File: config.mk
export PLATFORM = sky130hd
export DESIGN_NAME = regfile_sb
export DESIGN_NICKNAME = d
export VERILOG_FILES = /design/src/rtl/rf_pkg.sv /design/src/rtl/rf_scoreboard.sv /design/src/rtl/regfile_sb.sv
export SDC_FILE = /design/constraint.sdc
export NUM_CORES = 2
export LEC_CHECK = 0
export CORE_MARGIN = 8
export CORE_UTILIZATION = 45
export CTS_CLUSTER_SIZE = 10
export DETAILED_ROUTE_END_ITERATION = 12
export PLACE_DENSITY = 0.69
export SLEW_MARGIN = 20
export SYNTH_ARGS = -nofsm -noshare
export SYNTH_HDL_FRONTEND = slang
export SYNTH_SLANG_ARGS = --single-unit
File: constraint.sdc
create_clock -name clk -period 2.4 [get_ports clk]
set_input_delay 0.24 -clock clk [delete_from_list [all_inputs] [get_ports clk]]
set_output_delay 0.24 -clock clk [all_outputs]
set_load 0.03 [all_outputs]
File: src/rtl/rf_pkg.sv
// Shared definitions for the register file with scoreboard.
// Contents:
//   DEF_ADDRSIZE / DEF_WORDSIZE : default address and data widths
//   ZERO_ADDR                   : address of the hardwired-zero register
//   lsb_of()                    : bit offset of one field in a packed per-port vector
package rf_pkg;

    localparam int DEF_ADDRSIZE = 5;
    localparam int DEF_WORDSIZE = 32;
    localparam int ZERO_ADDR    = 0;

    // Port k of a packed vector with fields of 'width' bits starts at k*width.
    function automatic int lsb_of(input int port, input int width);
        return port * width;
    endfunction

endpackage

File: src/rtl/rf_scoreboard.sv
// Pending-write scoreboard: one busy bit per architectural register.
// Ports:
//   clk, rst_n   : clock, asynchronous active-low reset (clears all bits)
//   regwr, rd    : writeback clears busy[rd]
//   issue,
//   issue_rd     : issue sets busy[issue_rd]
//   flush        : clears every busy bit
//   busy_vec     : registered busy bits, bit i belongs to register i
// Update order within one clock: flush, then writeback clear, then issue set,
// so a newly issued producer always survives a same-cycle clear.
module rf_scoreboard
    import rf_pkg::*;
#(
    parameter int ADDRSIZE = DEF_ADDRSIZE,
    parameter int ZERO_REG = 1
) (
    input  logic                       clk,
    input  logic                       rst_n,
    input  logic                       regwr,
    input  logic [ADDRSIZE-1:0]        rd,
    input  logic                       issue,
    input  logic [ADDRSIZE-1:0]        issue_rd,
    input  logic                       flush,
    output logic [(1<<ADDRSIZE)-1:0]   busy_vec
);

    localparam int NREGS = 1 << ADDRSIZE;

    logic [NREGS-1:0] busy_next;
    logic             issue_ok;

    // Register 0 can never become busy when it is hardwired to zero.
    assign issue_ok = issue && !((ZERO_REG != 0) && (issue_rd == ADDRSIZE'(ZERO_ADDR)));

    always_comb begin
        busy_next = busy_vec;
        if (flush) begin
            busy_next = '0;
        end
        if (regwr) begin
            busy_next[rd] = 1'b0;
        end
        if (issue_ok) begin
            busy_next[issue_rd] = 1'b1;
        end
    end

    always_ff @(posedge clk or negedge rst_n) begin
        if (!rst_n) begin
            busy_vec <= '0;
        end else begin
            busy_vec <= busy_next;
        end
    end

endmodule

File: src/rtl/regfile_sb.sv
// Multi-read-port register file with write-through bypass, optional
// hardwired-zero register 0 and a pending-write scoreboard.
// Ports:
//   clk, rst_n   : clock, asynchronous active-low reset (clears data and busy bits)
//   regwr, rd,
//   rddata       : writeback port, stored on the rising edge
//   rs           : NREAD packed read addresses, port k at [k*ADDRSIZE +: ADDRSIZE]
//   rsdata       : NREAD packed read data, port k at [k*WORDSIZE +: WORDSIZE]
//   rsbusy       : per-port busy flag of the addressed register
//   issue,
//   issue_rd     : marks issue_rd pending
//   flush        : clears all pending bits
//   busy_vec     : full scoreboard state
module regfile_sb
    import rf_pkg::*;
#(
    parameter int ADDRSIZE = DEF_ADDRSIZE,
    parameter int WORDSIZE = DEF_WORDSIZE,
    parameter int NREAD    = 2,
    parameter int ZERO_REG = 1,
    parameter int BYPASS   = 1
) (
    input  logic                        clk,
    input  logic                        rst_n,
    input  logic                        regwr,
    input  logic [ADDRSIZE-1:0]         rd,
    input  logic [WORDSIZE-1:0]         rddata,
    input  logic [NREAD*ADDRSIZE-1:0]   rs,
    output logic [NREAD*WORDSIZE-1:0]   rsdata,
    output logic [NREAD-1:0]            rsbusy,
    input  logic                        issue,
    input  logic [ADDRSIZE-1:0]         issue_rd,
    input  logic                        flush,
    output logic [(1<<ADDRSIZE)-1:0]    busy_vec
);

    localparam int NREGS = 1 << ADDRSIZE;

    logic [WORDSIZE-1:0] regs [NREGS];
    logic                wr_en;

    rf_scoreboard #(
        .ADDRSIZE (ADDRSIZE),
        .ZERO_REG (ZERO_REG)
    ) u_scoreboard (
        .clk      (clk),
        .rst_n    (rst_n),
        .regwr    (regwr),
        .rd       (rd),
        .issue    (issue),
        .issue_rd (issue_rd),
        .flush    (flush),
        .busy_vec (busy_vec)
    );

    // Writes to the hardwired-zero register are dropped so it stays 0.
    assign wr_en = regwr && !((ZERO_REG != 0) && (rd == ADDRSIZE'(ZERO_ADDR)));

    always_ff @(posedge clk or negedge rst_n) begin
        if (!rst_n) begin
            for (int i = 0; i < NREGS; i++) begin
                regs[i] <= '0;
            end
        end else if (wr_en) begin
            regs[rd] <= rddata;
        end
    end

    for (genvar k = 0; k < NREAD; k++) begin : g_read
        logic [ADDRSIZE-1:0] addr;
        logic [WORDSIZE-1:0] data;
        logic                busy;

        assign addr = rs[lsb_of(k, ADDRSIZE) +: ADDRSIZE];

        // A forwarded value is the one being retired this cycle, so the
        // register is reported not busy even though the bit clears next edge.
        always_comb begin
            data = regs[addr];
            busy = busy_vec[addr];
            if ((ZERO_REG != 0) && (addr == ADDRSIZE'(ZERO_ADDR))) begin
                data = '0;
                busy = 1'b0;
            end else if ((BYPASS != 0) && regwr && (rd == addr)) begin
                data = rddata;
                busy = 1'b0;
            end
        end

        assign rsdata[lsb_of(k, WORDSIZE) +: WORDSIZE] = data;
        assign rsbusy[k] = busy;
    end

endmodule

==> Word level (Yosys, flattened, before mapping) <==
Index checks and enable logic that the tools add are counted.
{ "op_classes": {"muxes": 28, "bitwise_logic": 6, "eq_ne": 2, "magnitude_cmp": 10, "n_reduce_logical": 13} }
{ "op_table": {"columns": ["cell", "count"], "rows": [
  ["$bwmux W1024", 1],
  ["$mux W32", 12],
  ["$bmux W32 S5", 2],
  ["$demux W32 S5", 1],
  ["$and A32 B32 Y32", 1],
  ["$not A32 Y32", 1],
  ["$or A32 B32 Y32", 1],
  ["$lt A5 B6 Y1 const B", 4],
  ["$logic_not A5 Y1", 4],
  ["$ge A6 B6 Y1 const B", 3],
  ["$not A5 Y6", 3],
  ["$bmux W1 S5", 2],
  ["$demux W1 S5", 2],
  ["$eq A5 B5 Y1", 2],
  ["$ge A5 B1 Y1 const B", 2],
  ["$mux W1", 8],
  ["$logic_and A1 B1 Y1", 7],
  ["$lt A6 B1 Y1 const B", 1],
  ["$logic_not A1 Y1", 2]
]} }
{ "word_totals": {"ff_bits": 1056, "out_inout_bits": 98} }

==> Logic depth before layout (Yosys ltp) <==
{ "depth": {"depth_word": 9, "depth_mapped": 10, "depth_no_buf": 5} }

==> Cells and area by module <==
Synthesis repeated with hierarchy kept, for this count alone.
{ "unflattened": {"cells_unflattened": 4008, "area_unflattened_um2": 57287.4} }
{ "modules_own_cells": {"columns": ["module", "cells_each", "n_inst", "area_each_um2", "seq_area_each_um2"], "rows": [
  ["regfile_sb", 3851, 1, 55766.0, 25624.6],
  ["rf_scoreboard", 157, 1, 1521.5, 800.8]
]} }

==> Worst setup path before layout <==
OpenSTA, ideal clock, no wires.
{ "synth_path": {"path_kind": "input-to-output", "from": "input port rs[6]", "to": "output port rsdata[48]", "t_arrival_ns": 2.232, "required_ns": 2.160, "n_path_buf": 3, "stages": 8, "slack_ns": -0.072, "cell_sequence": "buf_2 buf_2 or3b_2 clkbuf_1 o22ai_1 nor4_1 nor2_1 a211oi_1"} }
{ "synth_between": {"elab_chain_len": 6, "elab_cells_between_ends": 9, "cone_classes": "1 x eq/ne; 5 x mux; 1 x bitwise; 2 x reduce/logical"} }
{ "synth_lines": {"columns": ["item", "line", "text"], "rows": [
  ["start: declaration", "regfile_sb.sv:28", "input logic [NREAD*ADDRSIZE-1:0] rs,"],
  ["$not A5 Y6 (not written as such)", "regfile_sb.sv:79", "data = regs[addr];"],
  ["$bmux W32 S5", "regfile_sb.sv:79", null],
  ["$mux W32 (not written as such) (2 in a row)", "regfile_sb.sv:79", null],
  ["$mux W32", "regfile_sb.sv:84", "end else if ((BYPASS != 0) && regwr && (rd == addr)) begin"],
  ["$mux W32 (*)", "regfile_sb.sv:81", "if ((ZERO_REG != 0) && (addr == ADDRSIZE'(ZERO_ADDR))) begin"],
  ["end: declaration", "regfile_sb.sv:29", "output logic [NREAD*WORDSIZE-1:0] rsdata,"]
]} }
Mark *: on every way between the ends. The rest lies on a longest branch, timed or not. The select of a mux whose other input is x is not followed.

==> Worst setup path after layout <==
{ "layout_path": {"from": "register regs[268] (netlist bit)", "to": "output port rsdata[12]"} }
{ "layout_between": {"elab_chain_len": 5} }
{ "layout_lines": {"columns": ["item", "line", "text"], "rows": [
  ["start: declaration", "regfile_sb.sv:39", "logic [WORDSIZE-1:0] regs [NREGS];"],
  ["start signal: indexed assignment", "regfile_sb.sv:65", "regs[rd] <= rddata;"],
  ["$bmux W32 S5", "regfile_sb.sv:79", null],
  ["$mux W32 (not written as such) (2 in a row)", "regfile_sb.sv:79", null],
  ["$mux W32", "regfile_sb.sv:84", null],
  ["$mux W32", "regfile_sb.sv:81", null]
]} }
No other way between the ends. The select of a mux whose other input is x is not followed.

==> impl_metrics.tcl <==
set metrics [dict create \
    status "finished with violations" \
    violations "negative setup slack" \
    firstDrtPassIters 6 \
    drc_errors 0 \
    cts_num_sinks 1056 \
    crit_buf_inv 1 \
    path_max_fanout 2 \
    dieArea_um2 138000 \
    ys_seq_area_share_pct 46.5 \
    cts_tree "built" \
    insertedDiodeCount 0 \
    ys.warnings.count 0 \
    first_global_vias 42600 \
    grt_start_max_net_pins 128 \
    finalSetupTns_ns -19.67 \
    fin_hold_ws_ns 0.144 \
    worst_slew_pin_slew_ns 0.860 \
    detail_route.wl_per_cell_um 31.7 \
    numCtsBuffers 121 \
    internal_power_uw 38100 \
    area_growth_pct 23.9 \
    portBuffers 154 \
    ir_drop_uv 636 \
    synth-main-ff-cell "dfrtp_1" \
    switching_share_pct 28.4 \
    critPathTopFamily "multiplexers" \
    pwr-share-seq_pct 44.2 \
    drive_gt1_share_pct 57.7 \
    hold_class "in2async" \
    critPathMostFrequentCell "mux4_2" \
    drv_cap 0 \
    r2r-end "u_scoreboard.busy_vec[0]" \
    vias 40600 \
    antenna_found_initial 1 \
    end_kind "primary output" \
    setup_viol 66 \
    power_uw 53300 \
    fin_cells 6146 \
    slew_headroom_pct 42.5 \
    syn-mean-instance-area_um2 14.3 \
    rsz0062_at_grt "true" \
    finalMaxSlewViolations 0 \
    num-nets-final 4508 \
    pwr-share-comb_pct 24.3 \
    synth.distinct_cells 57 \
    synth_top_area_cell "dfrtp_1" \
    path_cells "mux4_2 > mux4_2 > and3_4 > a221o_1 > buf_12" \
    critPathLaunchType "flop" \
    io_pins 155 \
    critPathSlowestCell "mux4_2" \
    via_per_inst 6.60 \
    crit_type "reg2out" \
    grt_usage_pct 27.9 \
    worst_ep_arrival_time_ns 2.86 \
    die_w_um 371 \
    ant_nets 0 \
    synth_common_cells "1056 x dfrtp_1, 1045 x mux2_2, 426 x mux4_2" \
    ff2ff_path_depth 4 \
    clk_latency_ns 0.73 \
    skew_ns 0 \
    cpPeakStageDelay_ns 0.53 \
    rrSetupSlack_ns 1.05 \
    fp.dieH_um 371 \
    clockPowerShare_pct 31.5 \
    floorplan.initialDensity_pct 45.3 \
    gp_congestion 0.905 \
    r2r-start "u_scoreboard.busy_vec[0]" \
    grt_pass1_wl_mm 288 \
    netlist_area_um2 56800 \
    syn_inst 3966 \
    power_switching_uw 15100 \
    cts_root_buf "clkbuf_16" \
    yosysTopAreaCellShare_pct 46.5 \
    hold_viol_final 0 \
    ys_ff_latch 1056 \
    drt_iter0_markers 4089 \
    synth_fp_nets 4023 \
    htreeDepth 3 \
    globalRouteOverflowTotal 0 \
    cts_buffer_depth 3 \
    fin_ws_ns -0.699 \
    synth_edf_count 0 \
    finalCriticalPeriod_ns 3.10 \
    clk_pin_slew_worst_paths_ns 0.06 \
    hpwl_mm 130 \
    synth_most_common_cell "dfrtp_1" \
    cellPowerDensity_nw_per_um2 757 \
    finalWirelength_mm 195 \
    clock.fmax_mhz 323 \
    rows 130 \
    core-area_um2 125000 \
    ys_async_sr_fraction_pct 100 \
    final_util_pct 56.1 \
    ys_top_cells_by_area "dfrtp_1 47%, mux2_2 21%, mux4_2 17%, mux2i_1 3.5%, clkbuf_1 1.7%" \
    post-place-cells 5939 \
    period_share_pct 129 \
    cp.required_ns 2.16 \
    leakage_uw 0.0306 \
]
layout by cell type (no fill, tap or decap), drive strengths merged, types with 27 or more instances in the layout:
cell and n:
dfrtp 1056, mux2 1045, buf 732, mux4 426, mux2i 199, clkbuf 157
o22ai 99, nor2 82, clkdlybuf4s50 71, o21ai 67, nand3 46, nand2 45
a221oi 41, a22oi 40, a21oi 34, nor3 33, nor4 28, nand3b 27
a22o 27
per-layer routing:
layer	vias to the layer above	part of all wire (%)	global-route usage [%]
met4	0	5.1	12.0
li1	16300	-	-
met5	-	0	0
met3	587	9.7	7.79
met2	2064	46	43.7
met1	21600	39	36.6
sequential cells by signal, indices dropped and copies added, names as in the netlist:
signal	count
regs	1024
u_scoreboard.busy_vec	32
power by group through the flow:
stage          Combinational [µW]  Clock (µW)  Sequential, µW
4_1_cts                     12600       17000           23400
6_report                    12900       16800           23600
3_5_place_dp                12000           0           23700
5_1_grt                     13700       17700           23900
3_3_place_gp                11800           0           23500
2_1_floorplan                8190           0           22900
per-stage QoR:
step	setup slack, ns	instance area, µm²
3_3_place_gp	-0.613	65100
2_1_floorplan	0.00909	56800
4_1_cts	-0.704	69700
3_5_place_dp	-0.611	65100
5_1_grt	-0.744	70400
6_report	-0.699	70400
tightest hold or removal path: stages:
cell           delay, ns
dlygate4sd3_1       0.56
buf_8               0.20
buf_12              0.23
worst max path at each step:
stage | from | end | slack (ns) | cells after the start
global route | regs[268] | rsdata[12] | -0.74 | 5
floorplan | rs[0] | rsdata[16] | 0.009 | 9
global placement | rd[0] | rsdata[31] | -0.61 | 8
CTS | regs[268] | rsdata[12] | -0.70 | 5
finish | regs[268] | rsdata[12] | -0.70 | 5
detailed placement | rd[2] | rsdata[8] | -0.61 | 9
layout make-up:
cell class	count	area [µm²]
fillers	9849	55000
multi-input cells	2442	29800
flip-flops and latches	1056	26400
repair buffers	811	8660
clock buffers	157	3280
well taps	1650	2060
clock inverters	11	133
inverters	19	72.6
cell families after synthesis:
kind of cell    synth area share [%]
xor+xnor                       0.154
simple gates                    2.98
mux                             41.1
buf+inv                         3.76
compound gates                  5.49
flops                           46.5
repair_timing:
action                     4_1_cts  5_1_grt
hold endpoints to repair       847        0
buffers inserted                39       17
hold buffers                     2        0
gates resized for setup        223      112
cloned                           1        0
setup endpoints to repair       66       68
pin swaps                      130       95
(Power assumes the default switching activity.)
==> variant, RTL diff (same flow settings) <==
Add an input register stage for `rs`, without a reset; this delays it by one clock. The other inputs are not delayed to match.
--- a/src/rtl/regfile_sb.sv
+++ b/src/rtl/regfile_sb.sv
@@ -36,6 +36,12 @@
 
     localparam int NREGS = 1 << ADDRSIZE;
 
+    logic [NREAD*ADDRSIZE-1:0] rs_q;
+
+    always_ff @(posedge clk) begin
+        rs_q <= rs;
+    end
+
     logic [WORDSIZE-1:0] regs [NREGS];
     logic                wr_en;
 
@@ -71,7 +77,7 @@
         logic [WORDSIZE-1:0] data;
         logic                busy;
 
-        assign addr = rs[lsb_of(k, ADDRSIZE) +: ADDRSIZE];
+        assign addr = rs_q[lsb_of(k, ADDRSIZE) +: ADDRSIZE];
 
         // A forwarded value is the one being retired this cycle, so the
         // register is reported not busy even though the bit clears next edge.
Check against the original RTL: not equivalent (a bounded check fails within 4 cycles, from zero or initial values and one cycle with rst_n low).
==> variant against the unedited design <==
The run still ends with negative setup slack left. Total power grew 2.2%. Synthesized area grew 0.36%. Design area grew 3.9%. Worst setup slack lost 0.35 ns. Wire length grew 4.3%. Register-to-register slack lost 0.08 ns. Sequential cell count grew 10. Worst hold slack gained 0.049 ns. Synthesized cell count grew 0.25%.
==> variant: results (changes against the unedited design) <==
Status = finished with violations (unchanged)
Failing checks = negative setup slack (unchanged)
Logic power comb = 13,500 uW (was 12,900 uW)
Area of the multi-input gates = 30,400 um^2 (was 29,800 um^2)
Vias in the first global route = 43,300 (was 42,600)
Filler instances = 9,538 (was 9,849)
# diodes = 2 (was 0)
Layout cells sized above 1 = 60.5% (was 57.7%)
Xor and xnor area share after synthesis = 0.154% (about the same)
Sequential element share of the synthesized area = 46.7% (was 46.5%)
Worst Setup Slack, final = -1.05 ns (was -0.699 ns)
Clock buffers = 152 (was 157)
Post-DP HPWL = 131,000 um (was 130,000 um)
Reg-to-reg slack, setup = 0.97 ns (was 1.05 ns)
GPL Wtd Cong = 0.906 (was 0.905)
Worst hold slack = 0.193 ns (was 0.144 ns)
Initial drt markers = 4,640 (was 4,089)
Drt pass-1 iters = 5 (was 6)
Non-clk buf share = 14.2% (was 12.3%)
Asr flop ratio synth = 99.1% (was 100%)
Synth area leaders = dfrtp_1 (46%), mux2_2 (21%), mux4_2 (17%) (was dfrtp_1 (47%), mux2_2 (21%), mux4_2 (17%))
CTS Hold Buffers Added = 11 (was 2)
Leakage = 0.0316 uW (was 0.0306 uW)
R2R cell count = 3 (was 4)
Syn_nets = 4,033 (was 4,023)
Synth cell count leaders = dfrtp_1 (1,056), mux2_2 (1,045), mux4_2 (426) (unchanged)
Compound-gate portion of the synthesized area = 5.47% (was 5.49%)
CTS resizes = 411 (was 223)
Total GRT Usage = 29.1% (was 27.9%)
Placed Instance Area = 65,100 um^2 (about the same)
Pin count of the biggest net entering global routing = 102 (was 128)
Endpoints failing setup = 66 (unchanged)
Global-route wire length before repair = 298,000 um (was 288,000 um)
Crit path from = rs_q[5] (was regs[268])
CP Data Arrival Time = 3.21 ns (was 2.86 ns)
Switching pwr = 15,800 uW (was 15,100 uW)
Pre-CTS setup slack = -0.796 ns (was -0.611 ns)
Setup Fix Bufs, Post-CTS = 100 (was 39)
Headroom to the max-slew limit = 44.5% (was 42.5%)
-- variant: changes by cell type after synthesis, sizes merged --
cell / before / now
buf: 190 / 195
clkbuf: 259 / 254
dfxtp: 0 / 10
-- variant: routing by layer --
metal | up-vias | GRT usage, % | wire, um
met5 | - | 0 | 13
met4 | 2 | 12.8 | 10900
met3 | 594 | 8.35 | 21300
met2 | 2380 | 44.5 | 91900
met1 | 22200 | 38.5 | 79300
li1 | 16600 | - | -
-- variant: worst max-delay path, delay by kind of cell (launching register included) --
family                 cells  cell delay [ns]
and+or+nand+nor            4             0.91
muxes                      1             0.52
DFF                        1             0.37
buffers and inverters      4             0.62
-- variant: metrics by stage --
| step | instances | TNS (ns) |
|---|---|---|
| 6_report | 6241 | -58.10 |
| 5_1_grt | 6239 | -63.02 |
| 4_1_cts | 6218 | -60.63 |
| 3_5_place_dp | 5931 | -37.32 |
| 3_3_place_gp | 5931 | -36.12 |
| 2_1_floorplan | 3976 | -0.00787 |
